File: src/rtl/ozdefs_pkg.sv
// Shared LTSSM state encoding, ordered-set symbol constants and
// the per-state ordered-set length used by the modport_driver block.
package ozdefs_pkg;

  typedef enum logic [3:0] {
    DETECT_QUIET             = 4'd0,
    DETECT_ACTIVE            = 4'd1,
    POLLING_ACTIVE           = 4'd2,
    POLLING_ACTIVE_START_TS1 = 4'd3,
    POLLING_CONFIG           = 4'd4
  } LTSSM_State;

  localparam logic [7:0] COM   = 8'hBC;
  localparam logic [7:0] SKP   = 8'h1C;
  localparam logic [7:0] TS1ID = 8'h4A;
  localparam logic [7:0] TS2ID = 8'h45;

  typedef struct packed {
    logic [7:0] data;
    logic       k;
    logic       valid;
  } sym_t;

  function automatic logic [4:0] os_len(input LTSSM_State s);
    unique case (1'b1)
      s == POLLING_ACTIVE:           os_len = 5'd4;
      s == POLLING_ACTIVE_START_TS1: os_len = 5'd16;
      s == POLLING_CONFIG:           os_len = 5'd16;
      default:                       os_len = 5'd1;
    endcase
  endfunction

endpackage

File: src/rtl/modport_driver_if.sv
// Symbol stream produced by modport_driver: byte, K flag, valid
// and end-of-ordered-set pulse.
interface modport_driver_if;
  logic [7:0] rxdata;
  logic       rxdatak;
  logic       rxvalid;
  logic       finishedOs;

  modport master (
    output rxdata,
    output rxdatak,
    output rxvalid,
    output finishedOs
  );

  modport slave (
    input rxdata,
    input rxdatak,
    input rxvalid,
    input finishedOs
  );
endinterface

File: src/rtl/os_symbol_sel.sv
// Combinational lookup of one ordered-set symbol from the latched
// LTSSM state, the symbol pointer and the captured TS bytes.
module os_symbol_sel
  import ozdefs_pkg::*;
(
  input  LTSSM_State  state,
  input  logic [3:0]  seq_ptr,
  input  logic [39:0] ts1_cap,
  input  logic [39:0] ts2_cap,
  output sym_t        sym
);

  function automatic sym_t ts_sym(
    input logic [3:0]  p,
    input logic [39:0] b,
    input logic [7:0]  id
  );
    sym_t r;
    r.k     = 1'b0;
    r.valid = 1'b1;
    unique case (p)
      4'd0:    begin r.data = COM; r.k = 1'b1; end
      4'd1:    r.data = b[7:0];
      4'd2:    r.data = b[15:8];
      4'd3:    r.data = b[23:16];
      4'd4:    r.data = b[31:24];
      4'd5:    r.data = b[39:32];
      default: r.data = id;
    endcase
    return r;
  endfunction

  always_comb begin
    sym = '0;
    unique case (1'b1)
      state == POLLING_ACTIVE: begin
        sym.data  = (seq_ptr == 4'd0) ? COM : SKP;
        sym.k     = 1'b1;
        sym.valid = 1'b1;
      end
      state == POLLING_ACTIVE_START_TS1:
        sym = ts_sym(seq_ptr, ts1_cap, TS1ID);
      state == POLLING_CONFIG:
        sym = ts_sym(seq_ptr, ts2_cap, TS2ID);
      default: sym = '0;
    endcase
  end

endmodule

File: src/rtl/modport_driver.sv
// Ordered-set generator: sequences SKP/TS1/TS2 symbols for the
// latched LTSSM state, switching states only at OS boundaries.
module modport_driver
  import ozdefs_pkg::*;
(
  input  logic        clk,
  input  logic        p2md_rstn,
  input  logic        en_n,
  input  LTSSM_State  currLtssmState,
  input  logic [39:0] ts1Bytes1Thru5,
  input  logic [39:0] ts2Bytes1Thru5,
  modport_driver_if.master rx
);

  LTSSM_State  local_state;
  logic [3:0]  seq_ptr;
  logic [4:0]  seq_ptr_max;
  logic [39:0] ts1_cap;
  logic [39:0] ts2_cap;
  logic        last;
  sym_t        sym;

  assign seq_ptr_max = os_len(local_state);
  assign last = ({1'b0, seq_ptr} == seq_ptr_max - 5'd1);

  os_symbol_sel u_sel (
    .state   (local_state),
    .seq_ptr (seq_ptr),
    .ts1_cap (ts1_cap),
    .ts2_cap (ts2_cap),
    .sym     (sym)
  );

  always_ff @(posedge clk or negedge p2md_rstn) begin
    if (!p2md_rstn) begin
      rx.rxdata     <= 8'h00;
      rx.rxdatak    <= 1'b0;
      rx.rxvalid    <= 1'b0;
      rx.finishedOs <= 1'b0;
      seq_ptr       <= 4'd0;
      local_state   <= DETECT_QUIET;
      ts1_cap       <= '0;
      ts2_cap       <= '0;
    end else if (en_n) begin
      rx.rxdata     <= 8'h00;
      rx.rxdatak    <= 1'b0;
      rx.rxvalid    <= 1'b0;
      rx.finishedOs <= 1'b0;
      seq_ptr       <= 4'd0;
    end else begin
      rx.rxdata  <= sym.data;
      rx.rxdatak <= sym.k;
      rx.rxvalid <= sym.valid;
      // sym0 is always COM, so capturing here never races sym1..5
      if (seq_ptr == 4'd0) begin
        ts1_cap <= ts1Bytes1Thru5;
        ts2_cap <= ts2Bytes1Thru5;
      end
      if (last) begin
        seq_ptr       <= 4'd0;
        rx.finishedOs <= 1'b1;
        if (currLtssmState != local_state)
          local_state <= currLtssmState;
      end else begin
        seq_ptr       <= seq_ptr + 4'd1;
        rx.finishedOs <= 1'b0;
      end
    end
  end

endmodule

File: src/flat_wrapper.sv
// flat-port wrapper written by rule: the top's interface ports become plain ports
module modport_driver_flat import ozdefs_pkg::*;
  (clk, p2md_rstn, en_n, currLtssmState, ts1Bytes1Thru5, ts2Bytes1Thru5, rx_rxdata, rx_rxdatak, rx_rxvalid, rx_finishedOs);
  modport_driver_if rx_i ();
  input  logic clk;
  input  logic p2md_rstn;
  input  logic en_n;
  input  LTSSM_State currLtssmState;
  input  logic [39:0] ts1Bytes1Thru5;
  input  logic [39:0] ts2Bytes1Thru5;
  output wire logic [$bits(rx_i.rxdata)-1:0] rx_rxdata;
  output wire logic [$bits(rx_i.rxdatak)-1:0] rx_rxdatak;
  output wire logic [$bits(rx_i.rxvalid)-1:0] rx_rxvalid;
  output wire logic [$bits(rx_i.finishedOs)-1:0] rx_finishedOs;
  assign rx_rxdata = rx_i.rxdata;
  assign rx_rxdatak = rx_i.rxdatak;
  assign rx_rxvalid = rx_i.rxvalid;
  assign rx_finishedOs = rx_i.finishedOs;
  modport_driver u_core (.clk(clk), .p2md_rstn(p2md_rstn), .en_n(en_n), .currLtssmState(currLtssmState), .ts1Bytes1Thru5(ts1Bytes1Thru5), .ts2Bytes1Thru5(ts2Bytes1Thru5), .rx(rx_i));
endmodule
File: config.mk
export PLATFORM = sky130hd
export DESIGN_NAME = modport_driver_flat
export DESIGN_NICKNAME = d
export VERILOG_FILES = /design/src/rtl/ozdefs_pkg.sv /design/src/rtl/modport_driver_if.sv /design/src/rtl/os_symbol_sel.sv /design/src/rtl/modport_driver.sv /design/src/flat_wrapper.sv
export SDC_FILE = /design/constraint.sdc
export NUM_CORES = 1
export LEC_CHECK = 0
export BUFFER_PORTS_ARGS = -buffer_cell sky130_fd_sc_hd__buf_4
export CAP_MARGIN = 20
export CORE_UTILIZATION = 56
export CTS_BUF_LIST = sky130_fd_sc_hd__clkbuf_4 sky130_fd_sc_hd__clkbuf_8
export DETAILED_ROUTE_END_ITERATION = 7
export PLACE_DENSITY = 0.88
export RECOVER_POWER = 100
export SYNTH_ARGS = -nofsm -noshare
export SYNTH_HDL_FRONTEND = slang
export SYNTH_SLANG_ARGS = --single-unit
File: constraint.sdc
create_clock -name clk -period 2.4 [get_ports clk]
set_clock_uncertainty 0.15 [all_clocks]
set_input_delay 0.24 -clock clk [delete_from_list [all_inputs] [get_ports clk]]
set_output_delay 0.24 -clock clk [all_outputs]
set_load 0.02 [all_outputs]
== After elaboration in Yosys (flattened, before gate mapping) ==
Index checks and enable logic that the tools add are counted.

* Bitwise operators: 1
* Multiply operators: 0
* Reduce and logical (&&, ||, !) cells: 4
* Equal/unequal tests: 10
* Muxes and demuxes: 13
* Divide/modulo/power cells: 0
* Order comparisons: 0
* Shift operators: 0
* $add $sub $neg: 2

{| class="wikitable"
|+ Operators with widths
! operator !! count
|-
| $pmux W8 S6 || 2
|-
| $pmux W10 S3 || 1
|-
| $eq A4 B2 Y1 const B || 4
|-
| $mux W8 || 2
|-
| $eq A4 B3 Y1 const B || 3
|-
| $pmux W5 S2 || 1
|-
| $mux W4 || 2
|-
| $eq A4 B5 Y1 || 1
|-
| $mux W1 || 5
|-
| $sub A5 B1 Y5 const B || 1
|-
| $add A4 B1 Y4 const B || 1
|-
| $eq A4 B1 Y1 const B || 1
|-
| $logic_not A4 Y1 || 1
|-
| $ne A4 B4 Y1 || 1
|-
| $reduce_and A3 Y1 || 1
|-
| $reduce_and A2 Y1 || 1
|-
| $reduce_or A2 Y1 || 1
|-
| $not A1 Y1 || 1
|}

* Register bits: 99
* Input port bits: 87
* ROM bits: 0
* Logic and storage cells: 38
* Memory bits (writable): 0
* Memories kept: 0
* Latch bits: 0

== Logic depth before layout (Yosys ltp) ==
* Word-level depth: 7
* Depth in mapped cells: 9
* Mapped depth without buffers: 7

== Hierarchy ==
From an unflattened synthesis, not the netlist that was laid out.

* Cell total of the unflattened synthesis: 363
* Area, all modules: 4680.7 µm²

{| class="wikitable"
|+ Modules (own cells, without submodules)
! module !! area an instance (µm²) !! sequential area each (µm²) !! instances !! cells each
|-
| modport_driver || 3729.8 || 2477.4 || 1 || 231
|-
| os_symbol_sel || 950.9 || 0.0 || 1 || 132
|}

== Least setup slack after synthesis ==
No wires, ideal clock.

* Kind: register -> register
* From: register u_core.local_state[0]
* To: register u_core.local_state[0]
* Setup time: 0.125 ns
* Data arrival time: 1.890 ns
* Path buffers: 1
* Setup slack: 0.235 ns
* Period minus slack after synthesis: 2.165 ns
* Required time: 2.125 ns
* Cell stages (with the launch flop): 7
* Cells stage by stage: dfrtp_1 -> buf_6 -> or4b_4 -> o32ai_2 -> nor3_1 -> nor3_4 -> mux2_2

* Cells in the longest elaborated chain, start to end: 6
* Elaborated cells on any way between the ends: 9
* Classes of those cells: add/sub (1); eq/ne (5); mux (1); reduce/logical (2)

{| class="wikitable"
|+ RTL lines
! element !! line !! text
|-
| start, declared || modport_driver.sv:15 || <nowiki>LTSSM_State local_state;</nowiki>
|-
| start signal, assigned || modport_driver.sv:63 || <nowiki>local_state <= currLtssmState;</nowiki>
|-
| $eq A4 B3 Y1 or $eq A4 B2 Y1 (tied branches) || ozdefs_pkg.sv:28, ozdefs_pkg.sv:27 ||
|-
| $reduce_or A2 Y1 (no line) || - ||
|-
| $pmux W5 S2 || ozdefs_pkg.sv:25 || <nowiki>unique case (1'b1)</nowiki>
|-
| $sub A5 B1 Y5 || modport_driver.sv:24 || <nowiki>assign last = ({1'b0, seq_ptr} == seq_ptr_max - 5'd1);</nowiki>
|-
| $eq A4 B5 Y1 || modport_driver.sv:24 ||
|-
| $reduce_and A3 Y1 (no line) (*) || - ||
|}

Every way passes the cells marked *; elsewhere a longest branch is shown, timed or not.
A chain may end at the register's enable or synchronous reset.

== Final worst setup path ==
* From: register u_core.seq_ptr[1]
* To: register u_core.ts1_cap[26]

* Cells in the longest elaborated chain, start to end: 2

{| class="wikitable"
|+ RTL lines
! element !! line !! text
|-
| start, declared || modport_driver.sv:16 || <nowiki>logic [3:0] seq_ptr;</nowiki>
|-
| start signal, assigned || modport_driver.sv:65 || <nowiki>seq_ptr <= seq_ptr + 4'd1;</nowiki>
|-
| $logic_not A4 Y1 || modport_driver.sv:55 || <nowiki>if (seq_ptr == 4'd0) begin</nowiki>
|-
| $reduce_and A2 Y1 (no line) || - ||
|-
| end signal, assigned || modport_driver.sv:56 || <nowiki>ts1_cap <= ts1Bytes1Thru5;</nowiki>
|-
| end, declared || modport_driver.sv:18 || <nowiki>logic [39:0] ts1_cap;</nowiki>
|}

No other way between the ends.

==> results_dict.tcl <==
set metrics [dict create \
    synthAdderAreaFrac_pct 1.11 \
    htreeDepth 3 \
    crit_path_start_kind "register" \
    synth_most_common_cell "dfrtp_1" \
    fin_crit_ps 2340 \
    critical_path_class "register to register" \
    synth_top_family_by_area "multiplexers" \
    grt_pass1_vias 4082 \
    setup_violations 0 \
    outcome "finished, final reports clean" \
    place_hpwl_um 8000 \
    slew_headroom_pct 31.4 \
    hp-class "register to register" \
    slew_viol_final 0 \
    grt_max_degree 51 \
    syn_nets 443 \
    nNetsFinal 630 \
    fmax_mhz 428 \
    synthToLayoutAreaGrowth_pct 42.1 \
    cts-root-buf "clkbuf_8" \
    cp_top_family "buffers and inverters" \
    cp.arrival_ps 2450 \
    hold_violations 0 \
    cts_made_buffers 9 \
    initial_core_util_pct 58.1 \
    postSynthCellCount 352 \
    gr-usage-all-layers_pct 34.8 \
    yosysWarningCount 0 \
    fin_util_pct 82.6 \
    row_count 32 \
    synth_flop_cell "dfrtp_1" \
    diodes 0 \
    met2_usage_pct 58.7 \
    use_met3_pct 5.64 \
    r2r_end "u_core.ts1_cap[26]" \
    nFillCells 419 \
    vias_per_cell 6.07 \
    cpPeakStageDelay_ps 480 \
    cp_max_fo 30 \
    die_w_um 91.8 \
    synth_top_area_share_pct 54.9 \
    rsz0062_at_grt "false" \
    synth_area_um2 4520 \
    p_leak_nw 2.79 \
    clk_latency_ps 380 \
    min_to "u_core.ts2_cap[2]" \
    maxCapViolCount 0 \
    synth_compound_area_share_pct 12.4 \
    synth_edf_count 0 \
    synth-xor-area-share_pct 0.388 \
    ys_ff_latch 99 \
    seq_area_frac_synth_pct 54.9 \
    crit_chain "inv_1 > ha_1 > nand2_1 > nor2_2 > buf_4 > mux2_1" \
    io_buffers 97 \
    ioPinCount 98 \
    overflow 0 \
    synth_common_cells "dfrtp_1 (99), mux2_2 (84), nor2_1 (16), a22oi_1 (15), a21oi_1 (14)" \
    worst-slew-pin-transition_ps 1030 \
    vias 3918 \
    holdPathStages 1 \
    grt_pass1_wl_um 21800 \
    synth_area_leaders "dfrtp_1 (55%), mux2_2 (21%), a22oi_1 (2.5%), a21oi_1 (1.6%), mux2i_1 (1.6%)" \
    powerDensity_nw_per_um2 1060 \
    async_reset_ff_share_pct 100 \
    synthSimpleGateAreaFrac_pct 5.15 \
    worstHoldStart "u_core.ts2_cap[2]" \
    finalCritPeriodShare_pct 97.4 \
    synth.mux.area_fraction_pct 22.5 \
    die-area_um2 8430 \
    postCtsSetupBuffers 0 \
    worst-path-buf-inv 2 \
    drive_gt1_share_pct 38.9 \
    ir_drop_uv 643 \
    gp_congestion 0.941 \
    antenna_left 0 \
    coreArea_um2 7770 \
    drc 0 \
    firstDrtPassIters 6 \
    clockBufferDepth 2 \
    cp-end-kind "register" \
    cts.clk_slew.worst_paths_ps 100 \
    synth_cell_type_count 45 \
    routed_wl_um 13600 \
    fp.dieH_um 91.8 \
    synth.largest_area_cell "dfrtp_1" \
    rrSetupSlack_ps 60 \
    synth.avg_cell_area_um2 12.8 \
    cts_tree "done" \
    cp_slowest_cell "dfrtp_1" \
    groute.layer.met1.usage_pct 43.0 \
    setup_tns_ps 0 \
    busiest_layer "met2" \
    antenna_found_initial 0 \
    cts_sinks 99 \
    rr_startpoint "u_core.seq_ptr[1]" \
    wl_per_cell_um 21.1 \
    drt_iter0_drc 523 \
    rr_worst_depth 6 \
    cp.required_ps 2510 \
]
[how the worst max path moves through the flow]
stage / start / endpoint / slack (ps) / cells past startpoint
CTS: u_core.seq_ptr[0] / u_core.rx.rxdata[4] / 20 / 7
global placement: u_core.seq_ptr[0] / u_core.rx.rxdata[4] / 80 / 7
detailed placement: u_core.seq_ptr[0] / u_core.rx.rxdata[4] / 10 / 7
floorplan: u_core.local_state[0] / u_core.local_state[0] / 230 / 6
finish: u_core.seq_ptr[1] / u_core.ts1_cap[26] / 60 / 6
global route: u_core.seq_ptr[1] / u_core.ts2_cap[32] / 10 / 6
[cell families (layout without fill, tap and decap cells)]
logic type | after synthesis | in the layout
xor gates and xnor gates | 2 | 2
AOI/OAI and AO/OA | 77 | 77
and+or+nand+nor | 44 | 44
buffers and inverters | 35 | 226
DFF | 99 | 99
adders and majority gates | 4 | 4
muxes | 91 | 91
[report_power, final]
| group | internal, mW | switching (mW) | leakage, nW |
|---|---|---|---|
| registers | 2.44 | 0.534 | 1.18 |
| clock network | 0.584 | 0.608 | 0.102 |
| logic | 1.34 | 1.30 | 1.51 |
[timing repair]
action | 4_1_cts | 5_1_grt
gates resized for setup | 0 | 4
hold buffers | 86 | 0
setup endpoints to repair | 1 | 15
gates cloned | 0 | 0
hold endpoints to repair | 127 | 0
pin swaps | 1 | 0
[worst reg2reg max path: cells and delay by family (launching register included)]
family,cells,cell delay [ps]
fa+ha+maj,1,280
buf+inv,2,540
flops,1,480
mux,1,430
simple gates,2,350
[routing by layer]
| metal | vias up | wire [µm] |
|---|---|---|
| met5 | - | 0 |
| met4 | 0 | 625 |
| met3 | 60 | 1020 |
| met2 | 250 | 6890 |
| met1 | 1926 | 5080 |
| li1 | 1682 | - |
[flip-flops by register name, indices dropped and copies added (netlist names)]
signal and count:
u_core.local_state 4, u_core.rx.finishedOs 1, u_core.rx.rxdata 8, u_core.rx.rxdatak 1, u_core.rx.rxvalid 1, u_core.seq_ptr 4
u_core.ts1_cap 40, u_core.ts2_cap 40
[stage by stage]
step	total power, mW	cells	area, µm²	hold slack (ps)	setup slack [ps]
4_1_cts	6.68	645	6490	266	18.0
5_1_grt	7.11	645	6410	385	14.0
3_5_place_dp	5.42	544	5420	112	11.7
2_1_floorplan	4.57	352	4520	-206	235
3_3_place_gp	5.32	544	5420	107	81.4
6_report	6.81	645	6410	370	62.3
[area by class of cell]
type                       count  area [µm²]  area share (%)
clock buffer                   9         124            1.93
clock inverter                 6        88.8            1.38
inverter                      10        37.5           0.585
timing repair buffer         201        1680            26.2
multi-input combinational    218        1880            29.3
tap                          102         128            1.99
sequential                    99        2480            38.6
[layout by cell type (no fill, tap or decap), drive strengths merged, types with 3 or more instances in the layout]
master       Yosys  layout
a21oi           14      14
a221oi           6       6
buf             13     100
and3             4       4
dfrtp           99      99
o22ai            5       5
nor3             3       3
o21bai           3       3
o21ai           10      10
a222oi           6       6
inv             10      11
dlygate4sd3      0      86
mux2i            7       7
nor2            16      16
a31oi            4       4
nand3            5       5
nand2            7       7
mux2            84      84
ha               4       4
a22oi           15      15
clkbuf          12      24
Note: power is estimated with default switching activity, not from simulation.
